## src/rtl/pipe_exec_ctrl.sv

```systemverilog
// Execution controller for the 5-stage pipeline. It gates stage-register
// advance for run and single-step, drains the pipe after the halt flag
// leaves EX/MEM, counts enabled cycles and issues a one-cycle flush.
module pipe_exec_ctrl #(
  parameter int CBITS        = 32,
  parameter int DRAIN_CYCLES = 2
) (
  input  logic             i_clk,
  input  logic             i_rst,
  input  logic             i_cmd_valid,
  input  logic [1:0]       i_cmd,
  output logic             o_cmd_ready,
  input  logic             i_mem_haltflag,
  output logic             o_pipe_en,
  output logic             o_pipe_flush,
  output logic             o_busy,
  output logic             o_done,
  output logic [CBITS-1:0] o_cycle_count,
  output logic [2:0]       o_state
);

  localparam int DW = (DRAIN_CYCLES < 1) ? 1 : $clog2(DRAIN_CYCLES + 1);

  localparam logic [1:0] CMD_NOP   = 2'b00;
  localparam logic [1:0] CMD_RUN   = 2'b01;
  localparam logic [1:0] CMD_STEP  = 2'b10;
  localparam logic [1:0] CMD_FLUSH = 2'b11;

  typedef enum logic [2:0] {
    S_IDLE   = 3'd0,
    S_RUN    = 3'd1,
    S_STEP   = 3'd2,
    S_DRAIN  = 3'd3,
    S_HALTED = 3'd4,
    S_FLUSH  = 3'd5
  } state_t;

  state_t           state_q, state_d;
  logic [DW-1:0]    drain_cnt_q, drain_cnt_d;
  logic [CBITS-1:0] cycle_count_q, cycle_count_d;
  logic             cmd_acc;
  logic             pipe_en;

  // Outputs depend on registered state only, so the debug unit never sees
  // a combinational path from its own strobe back to ready.
  always_comb begin
    pipe_en      = (state_q == S_RUN) || (state_q == S_STEP) || (state_q == S_DRAIN);
    o_pipe_en    = pipe_en;
    o_busy       = pipe_en;
    o_pipe_flush = (state_q == S_FLUSH);
    o_done       = (state_q == S_HALTED);
    o_cmd_ready  = (state_q == S_IDLE) || (state_q == S_HALTED);
    o_state      = state_q;
    o_cycle_count = cycle_count_q;
  end

  assign cmd_acc = i_cmd_valid && o_cmd_ready;

  // Next-state, drain counter and cycle counter.
  always_comb begin
    state_d       = state_q;
    drain_cnt_d   = drain_cnt_q;
    cycle_count_d = cycle_count_q;

    // Saturating count of enabled edges; FLUSH zeroes it on its way out.
    if (state_q == S_FLUSH)
      cycle_count_d = '0;
    else if (pipe_en && (cycle_count_q != {CBITS{1'b1}}))
      cycle_count_d = cycle_count_q + 1'b1;

    case (state_q)
      S_IDLE: begin
        if (cmd_acc) begin
          case (i_cmd)
            CMD_RUN:   state_d = S_RUN;
            CMD_STEP:  state_d = S_STEP;
            CMD_FLUSH: state_d = S_FLUSH;
            default:   state_d = S_IDLE;
          endcase
        end
      end
      S_RUN, S_STEP: begin
        // The halt-detect edge itself is an enabled edge; drain counts the
        // extra edges needed for MEM/WB to retire and WB to write back.
        if (i_mem_haltflag) begin
          if (DRAIN_CYCLES == 0) begin
            state_d = S_HALTED;
          end else begin
            state_d     = S_DRAIN;
            drain_cnt_d = DW'(DRAIN_CYCLES);
          end
        end else if (state_q == S_STEP) begin
          state_d = S_IDLE;
        end
      end
      S_DRAIN: begin
        drain_cnt_d = drain_cnt_q - 1'b1;
        if (drain_cnt_q <= DW'(1))
          state_d = S_HALTED;
      end
      S_HALTED: begin
        // Only FLUSH leaves HALTED; other commands are consumed and dropped.
        if (cmd_acc && (i_cmd == CMD_FLUSH))
          state_d = S_FLUSH;
      end
      S_FLUSH: state_d = S_IDLE;
      default: state_d = S_IDLE;
    endcase
  end

  // State registers with synchronous reset taking priority over all else.
  always_ff @(posedge i_clk) begin
    if (i_rst) begin
      state_q       <= S_IDLE;
      drain_cnt_q   <= '0;
      cycle_count_q <= '0;
    end else begin
      state_q       <= state_d;
      drain_cnt_q   <= drain_cnt_d;
      cycle_count_q <= cycle_count_d;
    end
  end

  logic unused_ok;
  assign unused_ok = (CMD_NOP == 2'b00);

endmodule
```

## config.mk

```make
export PLATFORM = sky130hd
export DESIGN_NAME = pipe_exec_ctrl
export DESIGN_NICKNAME = d
export VERILOG_FILES = /design/src/rtl/pipe_exec_ctrl.sv
export SDC_FILE = /design/constraint.sdc
export NUM_CORES = 1
export LEC_CHECK = 0
export BUFFER_PORTS_ARGS = -buffer_cell sky130_fd_sc_hd__buf_2
export CAP_MARGIN = 20
export CORE_MARGIN = 2
export CORE_UTILIZATION = 49
export CTS_BUF_LIST = sky130_fd_sc_hd__clkbuf_16
export DETAILED_ROUTE_END_ITERATION = 8
export GPL_TIMING_DRIVEN = 0
export PLACE_DENSITY = 0.75
export SLEW_MARGIN = 10
export SYNTH_ARGS = -nofsm -noshare
export SYNTH_HDL_FRONTEND = slang
export SYNTH_SLANG_ARGS = --single-unit
```

## constraint.sdc

```tcl
create_clock -name i_clk -period 1.85 [get_ports i_clk]
set_input_delay 0.2775 -clock i_clk [delete_from_list [all_inputs] [get_ports i_clk]]
set_output_delay 0.2775 -clock i_clk [all_outputs]
set_load 0.005 [all_outputs]
```

==> results of run 1 <==
## critical path: stages (launching register included)
cell and delay (ps):
dfxtp_4 370, nand4_1 240, or4_4 510, o31ai_4 350
buf_6 170, xor2_1 150, nor2_1 50
## sequential cells by signal (all words and copies together) (netlist names)
register / count
o_cycle_count: 32
drain_cnt_q: 2
o_state: 3
## how the worst max path moves through the flow
stage | from | to | slack, ps | cells past startpoint
finish | o_cycle_count[20] | o_cycle_count[0] | -110 | 6
global route | o_cycle_count[20] | o_cycle_count[0] | -200 | 6
CTS | o_cycle_count[0] | o_cycle_count[0] | -20 | 7
detailed placement | o_state[0] | o_cycle_count[30] | -350 | 6
global placement | o_state[0] | o_cycle_count[30] | -320 | 6
floorplan | o_cycle_count[1] | o_cycle_count[0] | 6 | 7
## layout make-up
type                       count  area (um^2)  share of cell area
buffer                         9         52.6              0.0182
clock buffer                   5          125              0.0433
clock inverter                 3         12.5             0.00433
inverter                      12         45.0              0.0156
multi-input combinational    195         1380               0.478
sequential                    37          803               0.278
tap                           50         62.6              0.0217
timing repair buffer          68          405               0.140
## stage by stage
stage / instances / util / hold WS (ps) / setup WS [ps]
after CTS: 373 / 0.676 / 256 / -23.1
after floorplan: 256 / - / 347 / 5.57
after global placement: 351 / 0.591 / 463 / -317
final: 379 / 0.711 / 258 / -112
after detailed placement: 351 / 0.591 / 474 / -352
after global routing: 379 / 0.711 / 268 / -196
## timing repair
item / 4_1_cts / 5_1_grt
resized for setup: 37 / 34
setup buffers: 15 / 7
cloned: 1 / 0
pin swaps: 8 / 15
setup endpoints to repair: 30 / 29
## per-layer routing
metal  up-vias  GRT usage
met5         -          0
met3        25     0.0409
li1       1110          -
met4         0      0.118
met1      1128      0.311
met2       106      0.375
## synthesized netlist by cell type (2+ instances only)
cell type and n:
dfxtp_1 37, nor2_1 23, nand2_1 21, a21oi_1 17, nand3_1 15, inv_1 12, or4_1 11, or3_1 9
clkbuf_1 8, o21ai_0 8, o31ai_1 8, nand4_1 7, a21oi_2 5, and4_1 5, and3_1 4, nor3_1 4
nor4_1 4, o211ai_1 4, xnor2_1 4, a31oi_1 3, o21ai_1 3, a211oi_1 2, a41o_1 2, buf_6 2
ha_1 2, nor2b_1 2, or2_0 2
## cells by family (layout without fill, tap and decap cells)
| group | Yosys count | count (layout) | share of synthesized area |
|---|---|---|---|
| DFF | 37 | 37 | 0.356 |
| and+or+nand+nor | 119 | 119 | 0.320 |
| adders and majority gates | 2 | 2 | 0.0120 |
| AOI/OAI and AO/OA | 67 | 67 | 0.228 |
| buffers and inverters | 24 | 97 | 0.0529 |
| xor gates and xnor gates | 5 | 5 | 0.0210 |
| muxes | 2 | 2 | 0.0102 |
## power by group through the flow
stage / clock, uW / sequential (uW) / combinational (uW)
final: 812 / 847 / 382
after global routing: 844 / 852 / 422
after CTS: 811 / 853 / 374
after detailed placement: 0 / 870 / 320
after global placement: 0 / 870 / 313
after floorplan: 0 / 869 / 219
==> impl_results.md, run 1 <==
- Status: finished, violations left
- Failing checks: negative setup slack
- Fin crit share: 1.06
- Pwr Total: 2040 uW
- Gate power share: 0.187
- Clock Latency Late Sink: 290 ps
- Largest net degree at the start of global routing: 12
- R2R cell count: 6
- Worst hold path depth: 2
- Post-route setup slack: -112 ps
- Synth Area per Inst: 8.13 um^2
- Clock sink count: 37
- Root Buffer: clkbuf_16
- Max Root-Sink Buffers: 2
- ANT cells: 0
- Worst Hold Launch: i_rst
- Inserted Clock Buffers: 5
- Commonest non-fill, non-tap cell in the layout: buf_2
- Antenna violations before repair: 0
- GRT Total Usage: 0.237
- GPL Wtd Cong: 0.820
- Post-synth ARST share: 0
- Most frequent cells in the layout: 46 x buf_2, 23 x nor2_1, 22 x buf_4, 19 x nand2_1, 17 x dfxtp_2
- Share of cells above drive strength 1: 0.438
- Die height: 69.2 um
- CP Max Fanout: 6
- Routed wl met3: 387 um
- Number of synthesized flops with an enable pin: 0
- Top Metal Used: met4
- Clock share of power: 0.398
- RSZ-0062 raised after global routing: yes
- Vias per cell: 6.25
- Count of cell types in the netlist: 59
- Routed length on met2: 2970 um
- Max-slew violation count: 0
- Synth Net Count: 264
- Area leader, netlist: dfxtp_1
- Max-slew headroom: 0.661
- Worst Hold Path EP: drain_cnt_q[0]
- Met1 WL: 2660 um
- Top cells by area, synth: dfxtp_1 36%, nor2_1 4.1%, a21oi_1 4.1%
- Area grow syn2layout: 38.7%
- Final worst path period need: between 1500 and 2000 ps
- DRC: 0
- R2R Path End: o_cycle_count[0]
- Final hold vios: 0
- Leakage: 0.00112 uW
- Final clock skew: between 5 and 6 ps
- Placed Area: approximately 2400 um^2
- First-pass GRT wire length: 9400 um
- Reg2reg setup slack: -110 ps
- Number of max-cap violations: 0
- Worst slew pin tran: just over 500 ps
- DRT iter0 DRCs: 202
- Switching part of the total: 0.275
- Int Pwr: approximately 1500 uW
- Sequential area share after synthesis: 0.356
- Post-DRT Antenna Nets: 0
- Std cell rows: 23
- DIE AREA: roughly 4800 um^2
- Yosys warnings: 0
- Top Ports: between 40 and 50
- Via count of the routed design: ~2.4k
- Hold Crit Class: primary input to register
- DP HPWL: 3630 um
- Clock transition at path regs: ~60 ps
- TritonCTS clock tree: done
- Die width: 69.2 um
- Final wirelength: 6250 um
- Startpoint type of the worst setup path: register
- Req. time, crit path: 2020 ps
- Synth top area share: 0.356
- Sum Neg Setup Slack: -971 ps
- Post-Syn Area: 2080 um^2
- Fmax: around 510 MHz
- Initial Util: 0.513
- Drt first pass iters: 5
- Worst Path Arrival: 2130 ps
- Mapped Cells: ~260
- Layout Nets: 336
- Peak VDD IR: between 0.4 and 0.5 mV
- Vias in the first global route: around 2k
- Total gr overflow: 0
- Post-synthesis register bit count: 37
- Core area: 4060 um^2
- Post-CTS Hold Fix Bufs: 0
- Setup violators final: 15
- Sequential power share: 0.415
- Psw: 560 uW
- IO Port Bufs: 45
- Wire per inst: 16.5 um
- Fillers: 310
- Synth Flop Type: dfxtp_1
- CP Capture Type: register
- H-tree Lvls: 2
- Reg2reg start: o_cycle_count[20]
- Setup Crit Path Kind: register to register
- Pwr per Cell Area: about 710 nW/um^2
- Post-route cell area: slightly below 3000 um^2
Note: power is estimated with default switching activity, not from simulation.
==> run 2, diff against run 1 <==
Settings changed: BUFFER_PORTS_ARGS -buffer_cell sky130_fd_sc_hd__buf_2 to -buffer_cell sky130_fd_sc_hd__buf_4, CAP_MARGIN 20 to default.
==> impl_results.md, run 2 (synthesis gave the netlist of run 1 again) <==
- Reg2reg setup slack: -50 ps
- Top Ports: 46
- Fmax: between 500 and 600 MHz
- R2R Path End: o_cycle_count[0]
- DRC: 0
- Crit-path cells: nand4_1 > or4_4 > o31ai_4 > buf_6 > xor2_1 > nor2_1
- Largest net degree at the start of global routing: 11
- Setup Crit Path Kind: register to register
- Vias per cell: 6.01
- Final worst path period need: 1900 ps
- Final hold vios: 0
- Placed Area: 2510 um^2
- Worst Hold Launch: i_rst
- Startpoint type of the worst setup path: register
- Drt first pass iters: 6
- Worst Hold Path EP: drain_cnt_q[0]
- Non-filler cells, final: 382
- Die height: 69.2 um
- Post-route cell area: just over 3000 um^2
- Final wirelength: 5980 um
- Hold Crit Class: primary input to register
- Status: finished, violations left
- DIE AREA: 4780 um^2
- CP Max Fanout: 5
- Max-slew headroom: 0.751
- Req. time, crit path: 2020 ps
- Worst Path Arrival: roughly 2100 ps
- Final clock skew: 3.96 ps
- Pwr per Cell Area: approximately 690 nW/um^2
- H-tree Lvls: 2
- Clock sink count: 37
- Highest cell delay on the worst timing path: 570 ps
- Share of cells above drive strength 1: 0.452
- Peak VDD IR: 0.505 mV
- Layout Nets: 340
- Number of max-cap violations: 0
- DP HPWL: 3740 um
- Max-slew violation count: 0
- Fillers: 293
- GRT Total Usage: 0.238
- TritonCTS clock tree: done
- Core area: 4060 um^2
- Std cell rows: 23
- Commonest non-fill, non-tap cell in the layout: buf_4
- Pwr Total: 2090 uW
- Antenna violations before repair: 0
- RSZ-0062 raised after global routing: yes
- Inserted Clock Buffers: 5
- Leakage: 0.00115 uW
- Worst slew pin tran: around 370 ps
- CP Capture Type: register
- Reg2reg start: o_cycle_count[8]
- GPL Wtd Cong: between 0.7 and 0.8
- Setup violators final: 10
- Failing checks: negative setup slack
- Clock Latency Late Sink: 280 ps
- Worst path slowest cell: or4_4
- Clock transition at path regs: 50 ps
- Most frequent cells in the layout: 72 x buf_4, 23 x dfxtp_2, 22 x nor2_1, 19 x nand2_1, 17 x a21oi_1
- Wire per inst: 15.7 um
- ANT cells: 0
- First-pass GRT wire length: 9420 um
- Via count of the routed design: 2296
- DRT iter0 DRCs: between 150 and 200
- Post-DRT Antenna Nets: 0
- Total gr overflow: 0
- Fin crit share: 1.03
- Max reg flops: 32
- Max Root-Sink Buffers: 2
- IO Port Bufs: 45
- Vias in the first global route: 1990
- Area grow syn2layout: 45.8%
- Initial Util: 0.513
- Root Buffer: clkbuf_16
- Placed insts: 351
- R2R cell count: 6
- Total area of sequential cells: 792 um^2
- Multi-input combinational cell area: 1390 um^2
- Final core occ: 0.748
- Post-route setup slack: -51.7 ps
- Die width: 69.2 um
- Worst hold path depth: 2
## run 2: changes by cell type in the layout (fill, tap and decap cells not counted), moves of 2 or more
cell     before  now
buf_4        22   72
buf_2        46    0
dfxtp_2      17   23
dfxtp_4      11    6
nand3_2       3    0
a21oi_1      15   17
a21oi_2       7    5
nand3_4       1    3
or3_1         8    6
or3_4         1    3
## run 2: layout make-up
class / count / area share
Multi-Input combinational cell: 195 / 0.459
Timing Repair Buffer: 71 / 0.178
Buffer: 10 / 0.0223
Clock buffer: 5 / 0.0412
Tap cell: 50 / 0.0206
Inverter: 12 / 0.0148
Sequential cell: 37 / 0.261
Clock inverter: 2 / 0.00247
## run 2: layer usage
layer  routed length (um)  share of wire  global-route usage
met1                 2570           0.43               0.302
met2                 2960           0.50               0.399
met3                  313          0.052              0.0497
met4                  131          0.022              0.0828
met5                    0              0                   0
## run 2: timing repair
action | in CTS | in global routing
hold buffers | 0 | 0
gates cloned | 1 | 0
pin swaps | 15 | 21
resized for setup | 32 | 44
setup buffers | 11 | 14
setup endpoints to repair | 30 | 31
hold endpoints to repair | 0 | 0
## run 2: stage by stage
step / worst slack (ps) / TNS [ps] / hold slack, ps
after floorplan: 5.57 / 0 / 347
after global placement: -321 / -6090 / 462
after detailed placement: -376 / -7450 / 468
after CTS: -43.3 / -346 / 216
after global routing: -124 / -1100 / 220
final: -51.7 / -214 / 218
## run 2: power breakdown
group	switching, uW	internal (uW)	leakage, uW	total (uW)
registers	29.7	823	0.000315	853
clock network	312	481	0.0000685	793
logic	210	235	0.000766	445
## run 2: worst max-delay path by stage
stage	from	to	cells past startpoint	slack (ps)
after detailed placement	o_state[0]	o_cycle_count[30]	6	-380
after CTS	o_cycle_count[8]	o_cycle_count[7]	6	-40
after global placement	o_state[0]	o_cycle_count[30]	6	-320
after floorplan	o_cycle_count[1]	o_cycle_count[0]	7	6
final	o_cycle_count[8]	o_cycle_count[0]	6	-50
after global routing	o_cycle_count[0]	o_cycle_count[0]	7	-120
## run 2: critical path: cells and delay by family (launching register included)
kind            cells  cell delay, ps
flops               1             350
xor+xnor            1             130
simple gates        3             750
buf+inv             1             180
compound gates      1             360
==> run 3, diff against run 2 <==
Settings changed: CELL_PAD_IN_SITES_DETAIL_PLACEMENT from default to 0, CELL_PAD_IN_SITES_GLOBAL_PLACEMENT from default to 1, CORE_ASPECT_RATIO from default to 0.8, CORE_UTILIZATION 49 to 36.
==> impl_results.md, run 3 (synthesis gave the netlist of run 1 again) <==
- Status: finished, violations left
- Failing checks: negative setup slack
- CP Capture Type: register
- First-pass GRT wire length: 10100 um
- Largest net degree at the start of global routing: 11
- Vias in the first global route: roughly 2.1k
- Post-DRT Antenna Nets: 0
- Fillers: 551
- Multi-input combinational cell area: 1400 um^2
- Initial Util: 0.377
- Share of cells above drive strength 1: 0.471
- Antenna violations before repair: 0
- ANT cells: 0
- Commonest non-fill, non-tap cell in the layout: buf_4
- Highest cell delay on the worst timing path: 570 ps
- Area grow syn2layout: 51.8%
- Number of max-cap violations: 0
- Crit-path cells: inv_1 > or4_4 > o31ai_4 > buf_6 > xor2_1 > nor2_1
- Non-filler cells, final: 420
- Max Root-Sink Buffers: 2
- Req. time, crit path: 2010 ps
- DP HPWL: about 4200 um
- Fmax: 517 MHz
- TritonCTS clock tree: done
- Post-route cell area: 3160 um^2
- IO Port Bufs: 45
- Final hold vios: 0
- Post-CTS Hold Fix Bufs: 0
- Worst slew pin tran: 392 ps
- Setup violators final: 13
- Std cell rows: 24
- Max-slew headroom: 0.738
- Total gr overflow: 0
- H-tree Lvls: 2
- R2R cell count: 6
- GPL Wtd Cong: 0.752
- DRC: 0
- Max-slew violation count: 0
- Clock transition at path regs: around 60 ps
- GRT Total Usage: 0.200
- Final clock skew: 6.20 ps
- Hold Crit Class: primary input to register
- Clock sink count: 37
- Pwr per Cell Area: 666 nW/um^2
- Setup Crit Path Kind: register to register
- Drt first pass iters: 4
- Total area of sequential cells: approximately 800 um^2
- Sum Neg Setup Slack: -704 ps
- Top Ports: 46
- Max reg flops: 32
- Worst Path Arrival: 2100 ps
- Core area: 5530 um^2
- Most frequent cells in the layout: 76 x buf_4, 22 x nor2_1, 19 x nand2_1, 19 x dfxtp_2, 15 x a21oi_1
- Layout Nets: 350
- Post-route setup slack: -82.4 ps
- Die width: about 89 um
- Startpoint type of the worst setup path: register
- Final core occ: 0.572
- Final wirelength: 6350 um
- Worst hold path depth: 2
- Final worst path period need: 1930 ps
- Reg2reg setup slack: -80 ps
- Peak VDD IR: 0.495 mV
- Worst path slowest cell: or4_4
- Inserted Clock Buffers: 5
- Leakage: 0.00122 uW
- DIE AREA: 6410 um^2
- Die height: 72 um
- Placed Area: between 2000 and 3000 um^2
- RSZ-0062 raised after global routing: yes
- Fin crit share: 1.04
- Clock Latency Late Sink: 280 ps
- CP Max Fanout: 7
- Via count of the routed design: 2284
- DRT iter0 DRCs: about 120
- Placed insts: 379
- Vias per cell: 5.44
- Wire per inst: 15.1 um
- Root Buffer: clkbuf_16
==> run 3: changes by cell type in the layout (fill, tap and decap cells not counted), sizes merged <==
cell    before  now
buf         76   85
clkbuf      10   11
==> run 3: final timing paths <==
path	start	end
min reg2reg	o_cycle_count[29]	o_cycle_count[29]
max reg2reg	o_cycle_count[12]	o_cycle_count[0]
max	o_cycle_count[12]	o_cycle_count[0]
min	i_rst	drain_cnt_q[0]
==> run 3: critical path: cells and delay by family, from the launching register on <==
kind | cells | cell delay, ps
xor gates and xnor gates | 1 | 130
and+or+nand+nor | 2 | 620
AOI/OAI and AO/OA | 1 | 380
DFF | 1 | 430
buffers and inverters | 2 | 260
==> run 3: area by class of cell <==
cell class | count | share of cell area
buffer | 11 | 0.0242
multi-input combinational | 195 | 0.443
timing repair buffer | 80 | 0.196
inverter | 12 | 0.0143
sequential | 37 | 0.249
tap | 78 | 0.0309
clock inverter | 2 | 0.00238
clock buffer | 5 | 0.0396
==> run 3: power by group <==
part	internal (uW)	leakage (uW)	switching (uW)
Clock	482	0.0000685	314
Combinational	242	0.000841	218
Sequential	822	0.000313	25.4
Total	1550	0.00122	557
==> run 3: what timing repair did <==
item,4_1_cts,5_1_grt
pin swaps,22,12
buffers inserted,26,8
gates resized for setup,51,25
gates cloned,1,0
endpoints found under the setup margin,31,31
==> run 3: through the flow <==
step / worst slack [ps] / total power (uW) / hold slack, ps
5_1_grt: -175 / 2200 / 217
2_1_floorplan: 5.57 / 1090 / 347
6_report: -82.4 / 2100 / 213
4_1_cts: -77.6 / 2100 / 214
3_3_place_gp: -382 / 1220 / 457
3_5_place_dp: -406 / 1220 / 471
==> run 3: layer usage <==
layer	GRT usage	part of all wire	vias to the layer above	wire length, um
met2	0.299	0.45	40	2840
li1	-	-	1140	-
met5	0	0	-	0
met4	0.0531	0.0046	0	29
met1	0.296	0.51	1102	3240
met3	0.0375	0.038	2	239
